`config.mk`:
```
export PLATFORM = sky130hd
export DESIGN_NAME = main_fsm_decoder
export DESIGN_NICKNAME = d
export VERILOG_FILES = /design/src/rtl/main_fsm_decoder.sv
export SDC_FILE = /design/constraint.sdc
export NUM_CORES = 1
export LEC_CHECK = 0
export BUFFER_PORTS_ARGS = -buffer_cell sky130_fd_sc_hd__buf_4
export CORE_AREA = 2 2 39 41
export CTS_BUF_LIST = sky130_fd_sc_hd__clkbuf_2
export DETAILED_ROUTE_END_ITERATION = 8
export DIE_AREA = 0 0 41 43
export PLACE_DENSITY = 0.73
export SLEW_MARGIN = 25
export SYNTH_ARGS = -nofsm -noshare
export SYNTH_HDL_FRONTEND = slang
export SYNTH_SLANG_ARGS = --single-unit
export TNS_END_PERCENT = 50
```
`constraint.sdc`:
```
create_clock -name clk -period 1.5 [get_ports clk]
set_input_delay 0.225 -clock clk [delete_from_list [all_inputs] [get_ports clk]]
set_output_delay 0.225 -clock clk [all_outputs]
set_load 0.01 [all_outputs]
```
`src/rtl/main_fsm_decoder.sv`:
```
`default_nettype none
// +-----------------------------------------------------------------------------
// | main_fsm_decoder : multicycle control FSM and instruction decoder for the
// |                    ARM-subset CPU. Optional CMP decode under MAIN_FSM_CMP_EN.
// | Revision         : 1.0 - initial release
// +-----------------------------------------------------------------------------
module main_fsm_decoder #(
  parameter int STATE_W = 4
) (
  input  logic       clk,
  input  logic       reset,
  input  logic [1:0] Op,
  input  logic [5:0] Funct,
  input  logic [3:0] Rd,
  output logic       IRWrite,
  output logic       AdrSrc,
  output logic       ALUSrcA,
  output logic [1:0] ALUSrcB,
  output logic [1:0] ResultSrc,
  output logic       NextPC,
  output logic [1:0] ImmSrc,
  output logic [1:0] RegSrc,
  output logic [1:0] ALUControl,
  output logic [1:0] FlagW,
  output logic       RegW,
  output logic       MemW,
  output logic       PCS,
  output logic       Illegal
);

  typedef enum logic [STATE_W-1:0] {
    S_FETCH   = STATE_W'(0),
    S_DECODE  = STATE_W'(1),
    S_MEMADR  = STATE_W'(2),
    S_MEMRD   = STATE_W'(3),
    S_MEMWB   = STATE_W'(4),
    S_MEMWR   = STATE_W'(5),
    S_EXECR   = STATE_W'(6),
    S_EXECI   = STATE_W'(7),
    S_ALUWB   = STATE_W'(8),
    S_BRANCH  = STATE_W'(9),
    S_UNKNOWN = STATE_W'(10)
  } state_t;

  state_t     r_state;
  state_t     w_next;

  logic       w_irwrite;
  logic       w_adrsrc;
  logic       w_alusrca;
  logic [1:0] w_alusrcb;
  logic [1:0] w_resultsrc;
  logic       w_nextpc;
  logic       w_opdec;
  logic       w_aluop;
  logic       w_branch;
  logic       w_regw;
  logic       w_memw;
  logic       w_illegal;
  logic [1:0] w_alucontrol;
  logic [1:0] w_flagw;
  logic       w_pcs;
  logic       w_is_cmp;

`ifdef MAIN_FSM_CMP_EN
  assign w_is_cmp = (Funct[4:1] == 4'b1010);
`else
  assign w_is_cmp = 1'b0;
`endif

  always_ff @(posedge clk or negedge reset) begin
    if (!reset) begin
      r_state <= S_FETCH;
    end else begin
      r_state <= w_next;
    end
  end

  always_comb begin
    w_next = S_FETCH;
    case (r_state)
      S_FETCH:  w_next = S_DECODE;
      S_DECODE: begin
        case (Op)
          2'b01:   w_next = S_MEMADR;
          2'b00:   w_next = Funct[5] ? S_EXECI : S_EXECR;
          2'b10:   w_next = S_BRANCH;
          default: w_next = S_UNKNOWN;
        endcase
      end
      S_MEMADR: w_next = Funct[0] ? S_MEMRD : S_MEMWR;
      S_MEMRD:  w_next = S_MEMWB;
      S_EXECR:  w_next = S_ALUWB;
      S_EXECI:  w_next = S_ALUWB;
      default:  w_next = S_FETCH;
    endcase
  end

  // Per-state datapath controls; ImmSrc/RegSrc follow Op in every legal state
  // except UNKNOWN, which drives every control to zero.
  always_comb begin
    w_irwrite   = 1'b0;
    w_adrsrc    = 1'b0;
    w_alusrca   = 1'b0;
    w_alusrcb   = 2'b00;
    w_resultsrc = 2'b00;
    w_nextpc    = 1'b0;
    w_opdec     = 1'b1;
    w_aluop     = 1'b0;
    w_branch    = 1'b0;
    w_regw      = 1'b0;
    w_memw      = 1'b0;
    w_illegal   = 1'b0;
    case (r_state)
      S_FETCH: begin
        w_alusrca   = 1'b1;
        w_alusrcb   = 2'b10;
        w_resultsrc = 2'b10;
        w_irwrite   = 1'b1;
        w_nextpc    = 1'b1;
      end
      S_DECODE: begin
        w_alusrca   = 1'b1;
        w_alusrcb   = 2'b10;
        w_resultsrc = 2'b10;
      end
      S_MEMADR: w_alusrcb = 2'b01;
      S_MEMRD:  w_adrsrc  = 1'b1;
      S_MEMWB: begin
        w_resultsrc = 2'b01;
        w_regw      = 1'b1;
      end
      S_MEMWR: begin
        w_adrsrc = 1'b1;
        w_memw   = 1'b1;
      end
      S_EXECR: w_aluop = 1'b1;
      S_EXECI: begin
        w_alusrcb = 2'b01;
        w_aluop   = 1'b1;
      end
      S_ALUWB: w_regw = ~w_is_cmp;
      S_BRANCH: begin
        w_alusrcb   = 2'b01;
        w_resultsrc = 2'b10;
        w_branch    = 1'b1;
      end
      S_UNKNOWN: begin
        w_opdec   = 1'b0;
        w_illegal = 1'b1;
      end
      default: w_opdec = 1'b0;
    endcase
  end

  always_comb begin
    w_alucontrol = 2'b00;
    w_flagw      = 2'b00;
    if (w_aluop) begin
      if (w_is_cmp) begin
        w_alucontrol = 2'b01;
        w_flagw      = 2'b11;
      end else begin
        case (Funct[4:1])
          4'b0100: begin
            w_alucontrol = 2'b00;
            w_flagw      = Funct[0] ? 2'b11 : 2'b00;
          end
          4'b0010: begin
            w_alucontrol = 2'b01;
            w_flagw      = Funct[0] ? 2'b11 : 2'b00;
          end
          4'b0000: begin
            w_alucontrol = 2'b10;
            w_flagw      = Funct[0] ? 2'b10 : 2'b00;
          end
          4'b1100: begin
            w_alucontrol = 2'b11;
            w_flagw      = Funct[0] ? 2'b10 : 2'b00;
          end
          default: begin
            w_alucontrol = 2'b00;
            w_flagw      = 2'b00;
          end
        endcase
      end
    end
  end

  assign w_pcs = w_branch | (w_regw & (Rd == 4'hF));

  // Everything is held at zero while reset is asserted, fetch controls included.
  assign IRWrite    = reset & w_irwrite;
  assign AdrSrc     = reset & w_adrsrc;
  assign ALUSrcA    = reset & w_alusrca;
  assign ALUSrcB    = {2{reset}} & w_alusrcb;
  assign ResultSrc  = {2{reset}} & w_resultsrc;
  assign NextPC     = reset & w_nextpc;
  assign ImmSrc     = {2{reset & w_opdec}} & Op;
  assign RegSrc     = {2{reset & w_opdec}} & {(Op == 2'b01), (Op == 2'b10)};
  assign ALUControl = {2{reset}} & w_alucontrol;
  assign FlagW      = {2{reset}} & w_flagw;
  assign RegW       = reset & w_regw;
  assign MemW       = reset & w_memw;
  assign PCS        = reset & w_pcs;
  assign Illegal    = reset & w_illegal;

endmodule
`default_nettype wire
```
Word level (Yosys, flattened, before mapping). Cells that the tools add are included.

Output and inout port bits: 20. Logic and storage cells: 66. Bits of input ports: 14. Register bits after elaboration: 4.

Equality and inequality tests: 16. Bitwise logic cells: 16. Reductions and logical operators: 12. Mux-type cells: 21.

Operators with widths (count): == test 4 x 3 -> 1 bit (second input constant) (5); == test 4 bit (second input constant) (5); case mux 4 bit (5 select lines) (1); bitwise AND 2 bit (6); == test 4 x 2 -> 1 bit (second input constant) (3); case mux 2 bit (2 select lines) (3); case mux 4 bit (3 select lines) (1); OR reduction 2 bit (6); 2-to-1 mux 1 bit (10); OR reduction 10 bit (1); bitwise AND 1 bit (9); zero test 4 bit (2); 2-to-1 mux 2 bit (4); case mux 2 bit (3 select lines) (1); OR reduction 3 bit (2); == test 4 x 1 -> 1 bit (second input constant) (1); 2-to-1 mux 3 bit (1); == test 2 x 1 -> 1 bit (second input constant) (1); == test 2 bit (second input constant) (1); zero test 2 bit (1); bitwise OR 1 bit (1).

Longest topological paths before layout. Gate-level depths: netlist (run 1).

Word-level depth: 6. Mapped depth: 4.

Worst setup path after synthesis (run 1). Ideal clock, no wire load.

Path type: register -> output. Start point: reg r_state[1]. End point: out ALUSrcB[1]. Path slack: -0.093 ns. Required time: 1.275 ns. Arrival: 1.368 ns. Cell stages (with the launch flop): 4. Path through: dfrtp_1 > buf_2 > nor4b_1 > buf_4.

Cells in the longest elaborated chain, start to end: 4.

Ends and longest elaborated chain: start: declaration (line 45) `state_t r_state;`; start signal: assignment (line 75) `r_state <= w_next;`; == test 4 bit (tied with other cells) (line 114) `case (r_state)`; OR reduction 3 bit (no line) / OR reduction 2 bit (equally long branches); case mux 2 bit (2 select lines) * (line 114); bitwise AND 2 bit * (line 196) `assign ALUSrcB = {2{reset}} & w_alusrcb;`; end: declaration (line 18) `output logic [1:0] ALUSrcB,`.

Mark *: on every way between the ends. The rest lies on a longest branch, timed or not.

Final worst setup path (run 1).
Start point: reg r_state[3]. End point: out FlagW[0].

Cells in the longest elaborated chain, start to end: 5.

Ends and longest elaborated chain: == test 4 x 3 -> 1 bit (line 114); OR reduction 2 bit (no line) *; 2-to-1 mux 1 bit * (line 114); 2-to-1 mux 2 bit * (line 159) `if (w_aluop) begin`; bitwise AND 2 bit * (line 202) `assign FlagW = {2{reset}} & w_flagw;`; end: declaration (line 24) `output logic [1:0] FlagW,`.

Marked as above.

==> metrics.md, run 1 <==
| Metric | Value |
|---|---|
| Max FFs per register | `4` |
| Final setup violation count | `18` |
| Grt total ovfl | `0` |
| Crit path time final | `roughly 1.7 ns` |
| Commonest non-fill, non-tap cell in the layout | `buf_4` |
| Top reg by flops | `r_state` |
| Starting DRC count in detailed routing | `8` |
| DR vias/cell | `~5.3` |
| Status | `finished with violations` |
| Syn Nets | `78` |
| Sequential fraction of design power | `12.9%` |
| Share of layout cells above drive strength 1 | `63.1%` |
| Cell internal pwr | `935 uW` |
| Initial antenna violation count | `0` |
| Ranking of synthesized cells by area | `dfrtp_1 (21%), nor2_1 (5.4%), nor3_1 (5.1%)` |
| Commonest non-fill, non-tap cells in the layout | `buf_4 (39), buf_6 (9), nor2_1 (5)` |
| Initial Util | `35.3%` |
| Synth async-reset ratio | `100%` |
| Critical path arrival | `approximately 1.5 ns` |
| Number of global-route vias before repair | `614` |
| Slowest CP cell | `or3_4` |
| Final period utilization | `116%` |
| Mapped cell area | `488 sq um` |
| Cell family with most CP delay | `simple AND/OR/NAND/NOR gates` |
| Synth Warn # | `0` |
| Wire per inst | `13.5 microns` |
| Root Buffer | `clkbuf_2` |
| Critical path buffer and inverter count | `1` |
| Fin nets | `127` |
| Setup ws final | `-0.245 ns` |
| Avg Inst Size Synth | `7.62 sq um` |
| Comb pwr share | `about 80%` |
| Clock power frac | `6.7%` |
| Area added between synthesis and finish | `107%` |
| # port buffers | `33` |
| CTS Buf Count | `3` |
| Critical path cell sequence | `nand2b_4 -> or3_4 -> nor4b_4 -> buf_4` |
| Max-Cap Viols | `0` |
| RSZ-0062 raised after global routing | `yes` |
| R2R depth | `6` |
| H-tree levels | `1` |
| GPL Wtd Cong | `approximately 0.81` |
| DRT antenna net count | `0` |
| CP Class | `flop to primary output` |
| CP Launch Type | `flop` |
| Synth area leader | `dfrtp_1` |
| Largest net degree at the start of global routing | `13` |
| Clk sinks | `4` |
| Seq cells post-synth | `4` |
| Clock skew | `about 0.025 ns` |
| Type of the tightest min-delay check | `input pin to flop` |
| Slew HR | `roughly 76%` |
| Core Area | `1380 sq um` |
| Die H | `43 microns` |
| CTS tree | `built` |
| Worst hold slack | `a little over 0.3 ns` |
| Synth Flop Type | `dfrtp_1` |
| DRT Wirelength | `around 1700 microns` |
| Register area share after synthesis | `20.5%` |
| Fin util | `73.0%` |
| EDFF count, synth | `0` |
| Lkg Pwr | `0.469 nW` |
| Instance count of the mapped netlist | `64` |
| Vias | `between 600 and 700` |
| Count of cell types in the netlist | `32` |
| Hold Fails Final Rpt | `0` |
| Final Max Slew Viols | `0` |
| Total die area | `1760 sq um` |
| Sw power | `709 uW` |
| Worst-Skew Late Latency | `0.23 ns` |
| Worst Setup End Kind | `primary output` |
| First drt pass iteration count | `4` |
| N_diodes | `0` |
| CTS Buffer Depth | `2` |
| F_max | `0.573 GHz` |
| Cell Rows | `14` |
| Yosys top cell area share | `about a fifth` |
| Regs by FF count | `r_state: 4 flops` |
| First-pass GRT wire length | `2500 microns` |
| Pwr/cell area | `1630 nW/um^2` |
| Failing checks | `negative setup slack` |
| Worst path depth | `4` |
| CTS clock-pin slew for the worst setup and hold paths | `~0.04 ns` |
| DRC violations left | `0` |
| Sw Share | `between 40 and 50%` |
| Crit-path max cell delay | `0.40 ns` |
| Worst Hold Depth | `3` |
| Worst EP required | `~1.3 ns` |
| Total track usage | `between 20 and 25%` |
| I/O pin cnt | `34` |
| Die width | `approximately 41 microns` |
| CP Max Fanout | `4` |
| Worst ir drop on vdd | `roughly 0.94 mV` |
| Worst slew pin tran | `approximately 0.35 ns` |
| Post-DP HPWL | `1110 microns` |
[final timing paths]
check	start	end	slack [ns]
max	r_state[3]	FlagW[0]	-0.24
min	Op[1]	r_state[3]	0.31
max reg2reg	r_state[1]	r_state[0]	0.19
min reg2reg	r_state[3]	r_state[0]	0.66
max in group asynchronous	reset	r_state[0]	0.93
min in group asynchronous	reset	r_state[2]	0.36
[tightest hold or removal path, stage by stage]
cell and delay [ns]:
buf_4 0.13, nand3_1 0.06, a21oi_1 0.06
[through the flow]
stage	setup slack, ns	cell area [sq um]	power [mW]	TNS (ns)	cells
final	-0.245	1010	1.64	-1.82	127
after global routing	-0.319	1010	1.75	-3.18	127
after CTS	-0.249	946	1.48	-1.45	125
after detailed placement	-0.0320	805	1.12	-0.0320	117
after global placement	0.0136	805	1.11	0	117
after floorplan	-0.0451	494	0.737	-0.0451	64
[routing by layer]
metal  wire length (microns)  GRT usage [%]
met1                     644           25.1
met2                     958           34.4
met3                     112           3.14
met4                       0           6.00
met5                       0              0
[area by class of cell]
cell class	instances	area, sq um
multi-input combinational	53	455
timing repair buffer	50	414
fill	106	374
sequential	4	101
tap	16	20.0
clock buffer	3	15.0
inverter	1	3.75
[cell families (layout without fill, tap and decap cells)]
logic type | count (synthesis) | in the layout | share of synthesized area (%)
AND/OR/NAND/NOR | 37 | 37 | 49.2
AO/OA/AOI/OAI | 12 | 12 | 15.6
buffers and inverters | 7 | 54 | 7.43
XOR/XNOR | 4 | 4 | 7.18
flip-flops | 4 | 4 | 20.5
[what timing repair did]
| action | CTS | global route |
|---|---|---|
| hold buffers | 2 | 0 |
| endpoints found under the hold margin | 4 | 0 |
| buffers inserted | 4 | 3 |
| endpoints found under the setup margin | 18 | 18 |
| pin swaps | 8 | 4 |
| gates resized for setup | 21 | 10 |
[synth_stat cells, types with 2 or more instances]
cell      n
nor3b_1   3
and3_1    3
a21oi_1   2
a22oi_1   2
o21ai_0   4
nand2b_1  3
a211oi_1  2
xor2_1    2
nor2b_1   3
dfrtp_1   4
nor2_1    7
nor3_1    5
buf_2     2
buf_4     2
nand2_1   2
xnor2_1   2
[power by group through the flow]
stage / clock network (mW) / logic [mW] / registers (mW)
CTS: 0.105 / 1.17 / 0.209
global route: 0.124 / 1.40 / 0.221
finish: 0.111 / 1.32 / 0.211
detailed placement: 0 / 0.912 / 0.206
floorplan: 0 / 0.530 / 0.207
global placement: 0 / 0.904 / 0.202
(Power assumes the default switching activity.)
==> run 2, diff against run 1 <==
--- a/config.mk
+++ b/config.mk
@@ -10,7 +10,7 @@
 export CTS_BUF_LIST = sky130_fd_sc_hd__clkbuf_2
 export DETAILED_ROUTE_END_ITERATION = 8
 export DIE_AREA = 0 0 41 43
-export PLACE_DENSITY = 0.73
+export PLACE_DENSITY = 0.83
 export SLEW_MARGIN = 25
 export SYNTH_ARGS = -nofsm -noshare
 export SYNTH_HDL_FRONTEND = slang
==> metrics.md, run 2 (synthesized netlist as in run 1, its figures left out) <==
| Metric | Value |
|---|---|
| Status | `finished with violations` |
| Failing checks | `negative setup slack` |
| Clock power frac | `6.6% (about the same)` |
| Initial Util | `35.3% (unchanged)` |
| # port buffers | `33 (unchanged)` |
| Fin util | `73.4% (+0.45 points)` |
| Comb pwr share | `79.3% (-1.1 points)` |
| Number of global-route vias before repair | `629 (+2.4%)` |
| Initial antenna violation count | `0 (unchanged)` |
| Lkg Pwr | `0.465 nW (-0.77%)` |
| First-pass GRT wire length | `2590 microns (+3.6%)` |
| CP Max Fanout | `4 (unchanged)` |
| Slowest CP cell | `or3_4` |
| Worst EP required | `1.27 ns (about the same)` |
| Setup WS pre-CTS | `-0.0129 ns (+0.0191 ns)` |
| Clock skew | `0.00243 ns (-0.0229 ns)` |
| Core Area | `1380 sq um (unchanged)` |
| Total die area | `1760 sq um (unchanged)` |
| Worst-Skew Late Latency | `0.22 ns (about the same)` |
| Pwr/cell area | `1550 nW/um^2 (-4.9%)` |
| TNS Setup | `-1.70 ns (+0.114 ns)` |
| GPL Wtd Cong | `0.715 (-12%)` |
| Critical path arrival | `1.52 ns (about the same)` |
| Fin nets | `128 (+0.79%)` |
| CP Launch Type | `flop` |
| N_diodes | `0 (unchanged)` |
| First drt pass iteration count | `4 (unchanged)` |
| Reg-to-reg startpoint | `r_state[1]` |
| CTS Buffer Depth | `2 (unchanged)` |
| Die width | `41 microns (unchanged)` |
| Worst ir drop on vdd | `0.819 mV (-13%)` |
| DR vias/cell | `5.14 (-3.8%)` |
| Worst Setup End Kind | `primary output` |
| Crit-path max cell delay | `0.40 ns (about the same)` |
| Post-DP HPWL | `1160 microns (+5.4%)` |
| DRT antenna net count | `0 (unchanged)` |
| Largest net degree at the start of global routing | `13 (unchanged)` |
| Final period utilization | `116% (-0.18 points)` |
| Grt total ovfl | `0 (unchanged)` |
| Critical path cell sequence | `nand2b_4 -> or3_4 -> nor4b_4 -> buf_4` |
| Sw Share | `42.7% (-0.37 points)` |
| Area added between synthesis and finish | `108%` |
| Cell Rows | `14 (unchanged)` |
| Root Buffer | `clkbuf_2` |
| Finished Layout Cells | `128 (+0.79%)` |
| Starting DRC count in detailed routing | `10 (+2)` |
| Hold Fails Final Rpt | `0 (unchanged)` |
| Worst slew pin tran | `0.270 ns (-0.0831 ns)` |
| Max-Cap Viols | `0 (unchanged)` |
| Type of the tightest min-delay check | `input pin to flop` |
| RSZ-0062 raised after global routing | `yes` |
| Final setup violation count | `18 (unchanged)` |
| Share of layout cells above drive strength 1 | `63.4% (+0.33 points)` |
| CTS Buf Count | `3 (unchanged)` |
| Die H | `43 microns (unchanged)` |
| F_max | `0.574 GHz (+0.15%)` |
| Setup ws final | `-0.242 ns (+0.00263 ns)` |
| Vias | `658 (-3.1%)` |
| Sequential fraction of design power | `14.2% (+1.3 points)` |
| Top reg by flops | `r_state` |
| CTS clock-pin slew for the worst setup and hold paths | `0.05 ns (about the same)` |
| Regs by FF count | `r_state: 4 flops` |
| DRC violations left | `0 (unchanged)` |
| CP Launch Point | `r_state[3]` |
| Cell internal pwr | `901 uW (-3.6%)` |
| CP Class | `flop to primary output` |
| Commonest non-fill, non-tap cells in the layout | `buf_4 (38), buf_6 (11), nor2_1 (5), nor3_1 (4)` |
| Post-placement cell count | `116 (-0.85%)` |
| Slew HR | `81.9% (+5.7 points)` |
| HP Start | `Op[1]` |
| Wire per inst | `14.0 microns (+3.5%)` |
| Max FFs per register | `4 (unchanged)` |
| CTS tree | `built` |
| Total track usage | `21.7% (+1.3 points)` |
| Worst hold slack | `0.307 ns (-0.00388 ns)` |
| H-tree levels | `1 (unchanged)` |
| Final Max Slew Viols | `0 (unchanged)` |
| Clk sinks | `4 (unchanged)` |
| Sw power | `673 uW (-5.1%)` |
| Commonest non-fill, non-tap cell in the layout | `buf_4` |
| I/O pin cnt | `34 (unchanged)` |
| Crit path time final | `1.74 ns (-0.00263 ns)` |
| DRT Wirelength | `1790 microns (+4.3%)` |
## run 2: cell types whose count changed in the layout (fill, tap and decap cells not counted), sizes merged
cell / previous run / this run
buf: 48 / 49
## run 2: final cells by class
type,instances,area (sq um)
multi-input cells,53,445
repair buffers,51,429
fillers,121,368
flip-flops and latches,4,103
well taps,16,20.0
clock buffers,3,15.0
inverters,1,3.75
## run 2: worst max-delay path: cells and delay by family (launching register included)
family	cells	cell delay (ns)
simple gates	3	0.79
flops	1	0.37
buf+inv	1	0.15
## run 2: power groups by stage
| stage | Sequential (mW) | Clock, mW | Combinational [mW] |
|---|---|---|---|
| after floorplan | 0.207 | 0 | 0.530 |
| after global placement | 0.206 | 0 | 0.873 |
| after detailed placement | 0.210 | 0 | 0.892 |
| after CTS | 0.220 | 0.104 | 1.15 |
| after global routing | 0.230 | 0.114 | 1.33 |
| final | 0.223 | 0.103 | 1.25 |
## run 2: worst paths after layout
path / cells after the start / slack (ns) / end
setup / recovery: 4 / -0.24 / FlagW[0]
hold / removal: 3 / 0.31 / r_state[3]
setup reg to reg: 5 / 0.29 / r_state[0]
hold reg to reg: 2 / 0.62 / r_state[0]
max in group asynchronous: 3 / 0.88 / r_state[0]
min in group asynchronous: 2 / 0.40 / r_state[3]
## run 2: metal layers
metal  GRT usage (%)  share of wire, %  vias to the layer above
li1                -                 -                      327
met1            22.1                36                      303
met2            38.4                56                       24
met3            3.14               5.0                        4
met4            12.0               2.0                        0
met5               0                 0                        -
## run 2: repair_timing
| action | in CTS | in global routing |
|---|---|---|
| hold endpoints to repair | 4 | 0 |
| pin swaps | 9 | 1 |
| setup endpoints to repair | 17 | 20 |
| hold buffers | 2 | 0 |
| resized for setup | 21 | 12 |
| buffers inserted | 8 | 0 |
## run 2: stage by stage
stage / cell area, sq um / total power, mW
floorplan: 494 / 0.737
global placement: 797 / 1.08
detailed placement: 797 / 1.10
CTS: 962 / 1.48
global route: 1020 / 1.67
finish: 1020 / 1.57
==> run 3, diff against run 2 <==
--- a/config.mk
+++ b/config.mk
@@ -11,6 +11,7 @@
 export DETAILED_ROUTE_END_ITERATION = 8
 export DIE_AREA = 0 0 41 43
 export PLACE_DENSITY = 0.83
+export RECOVER_POWER = 100
 export SLEW_MARGIN = 25
 export SYNTH_ARGS = -nofsm -noshare
 export SYNTH_HDL_FRONTEND = slang
==> metrics.md, run 3 (synthesized netlist as in run 1, its figures left out) <==
| Metric | Value |
|---|---|
| Power, Total | `1.54 mW (-2.2%)` |
| CP Max Fanout | `4 (unchanged)` |
| Largest net degree at the start of global routing | `13 (unchanged)` |
| GPL Wtd Cong | `0.715 (unchanged)` |
| Status | `finished with violations` |
| DRT antenna net count | `0 (unchanged)` |
| Setup ws final | `-0.242 ns (-0.000110 ns)` |
| Max FFs per register | `4 (unchanged)` |
| Finished Layout Cells | `128 (unchanged)` |
| Hold Fails Final Rpt | `0 (unchanged)` |
| Post-DP HPWL | `1160 microns (unchanged)` |
| Vias | `659 (+0.15%)` |
| Filler Cell Count | `125 (+3.3%)` |
| Root Buffer | `clkbuf_2` |
| Area added between synthesis and finish | `104%` |
| Cell Rows | `14 (unchanged)` |
| Commonest non-fill, non-tap cell in the layout | `buf_4` |
| Crit-path max cell delay | `0.40 ns (about the same)` |
| Setup WS pre-CTS | `-0.0129 ns (unchanged)` |
| RSZ-0062 raised after global routing | `yes` |
| Type of the tightest min-delay check | `input pin to flop` |
| Slowest CP cell | `or3_4` |
| Final Max Slew Viols | `0 (unchanged)` |
| Worst-Skew Late Latency | `0.22 ns (about the same)` |
| Max-Cap Viols | `0 (unchanged)` |
| H-tree levels | `1 (unchanged)` |
| Failing checks | `negative setup slack` |
| Share of layout cells above drive strength 1 | `58.9% (-4.5 points)` |
| TNS Setup | `-1.93 ns (-0.227 ns)` |
| N_diodes | `0 (unchanged)` |
| Die width | `41 microns (unchanged)` |
| CP Class | `flop to primary output` |
| Total die area | `1760 sq um (unchanged)` |
| Clock skew | `0.00246 ns (+0.0000342 ns)` |
| CTS Buf Count | `3 (unchanged)` |
| Final instance area | `996 sq um (-2.0%)` |
| Worst hold slack | `0.306 ns (-0.00181 ns)` |
| Fin nets | `128 (unchanged)` |
| CTS clock-pin slew for the worst setup and hold paths | `0.05 ns (about the same)` |
| Critical path arrival | `1.52 ns (about the same)` |
| Grt total ovfl | `0 (unchanged)` |
| Worst EP required | `1.27 ns (about the same)` |
| Wire per inst | `14.0 microns (-0.11%)` |
| Clk sinks | `4 (unchanged)` |
| Final setup violation count | `19 (+1)` |
| DRC violations left | `0 (unchanged)` |
| # port buffers | `33 (unchanged)` |
| Critical path cell sequence | `nand2b_4 -> or3_4 -> nor4b_4 -> buf_4` |
| F_max | `0.574 GHz (about the same)` |
| DRT Wirelength | `1790 microns (-0.11%)` |
| Worst ir drop on vdd | `0.793 mV (-3.2%)` |
| Lkg Pwr | `0.450 nW (-3.1%)` |
| Top reg by flops | `r_state` |
| Commonest non-fill, non-tap cells in the layout | `buf_4 (35), buf_6 (10), nor2_1 (5), nor3_1 (4), clkbuf_1 (4)` |
| Initial antenna violation count | `0 (unchanged)` |
| Total track usage | `21.7% (unchanged)` |
| Crit path time final | `1.74 ns (+0.000110 ns)` |
| CP Launch Type | `flop` |
| Post-placement cell count | `116 (unchanged)` |
| CTS Buffer Depth | `2 (unchanged)` |
| Final period utilization | `116% (about the same)` |
| Die H | `43 microns (unchanged)` |
| I/O pin cnt | `34 (unchanged)` |
| Worst Setup End Kind | `primary output` |
| Slew HR | `75.6% (-6.3 points)` |
| Area post-placement | `797 sq um (unchanged)` |
| Pwr/cell area | `1550 nW/um^2 (-0.19%)` |
| Initial Util | `35.3% (unchanged)` |
| Fin util | `72.0% (-1.4 points)` |
| CTS tree | `built` |
| DR vias/cell | `5.15 (+0.15%)` |
| Number of global-route vias before repair | `629 (unchanged)` |
| Regs by FF count | `r_state: 4 flops` |
| Core Area | `1380 sq um (unchanged)` |
| Worst slew pin tran | `0.366 ns (+0.0960 ns)` |
| First drt pass iteration count | `4 (unchanged)` |
| Starting DRC count in detailed routing | `9 (-1)` |
| First-pass GRT wire length | `2590 microns (unchanged)` |
run 3: cell types whose count changed in the layout (fill, tap and decap cells not counted):
cell | before | now
buf_4 | 38 | 35
dfrtp_2 | 2 | 1
clkbuf_1 | 0 | 4
buf_6 | 11 | 10
dfrtp_1 | 2 | 3
run 3: where the power goes:
part           internal, mW  switching (mW)  leakage (nW)  total, mW
combinational         0.654           0.563         0.388       1.22
sequential            0.162          0.0568        0.0500      0.219
clock                0.0538          0.0494        0.0125      0.103
total                 0.870           0.669         0.450       1.54
run 3: worst paths after layout:
kind	startpoint	to	slack, ns	depth (start not counted)
min	Op[1]	r_state[3]	0.31	3
min reg2reg	r_state[3]	r_state[3]	0.66	2
min in group asynchronous	reset	r_state[3]	0.52	2
max	r_state[3]	FlagW[0]	-0.24	4
max in group asynchronous	reset	r_state[0]	0.56	3
max reg2reg	r_state[1]	r_state[1]	0.18	4
run 3: final cells by class:
| type | instances | area (sq um) | area share (%) |
|---|---|---|---|
| inverter | 1 | 3.75 | 0.377 |
| tap | 16 | 20.0 | 2.01 |
| clock buffer | 3 | 15.0 | 1.51 |
| sequential | 4 | 101 | 10.2 |
| timing repair buffer | 51 | 410 | 41.2 |
| multi-input combinational | 53 | 445 | 44.7 |
run 3: what timing repair did:
action	4_1_cts	5_1_grt
setup endpoints to repair	17	20
hold buffers	2	0
pin swaps	9	1
hold endpoints to repair	4	0
buffers inserted	8	0
resized for setup	21	12
run 3: critical path: cells and delay by family, from the launching register on:
| kind | cells | cell delay [ns] |
|---|---|---|
| and+or+nand+nor | 3 | 0.79 |
| buffers and inverters | 1 | 0.15 |
| DFF | 1 | 0.37 |
run 3: per-layer routing:
layer,track usage [%],vias to the layer above,part of all wire [%]
met5,0,-,0
met4,12.0,0,2.0
met3,3.14,4,5.0
met2,38.4,24,57
met1,22.1,305,36
li1,-,326,-
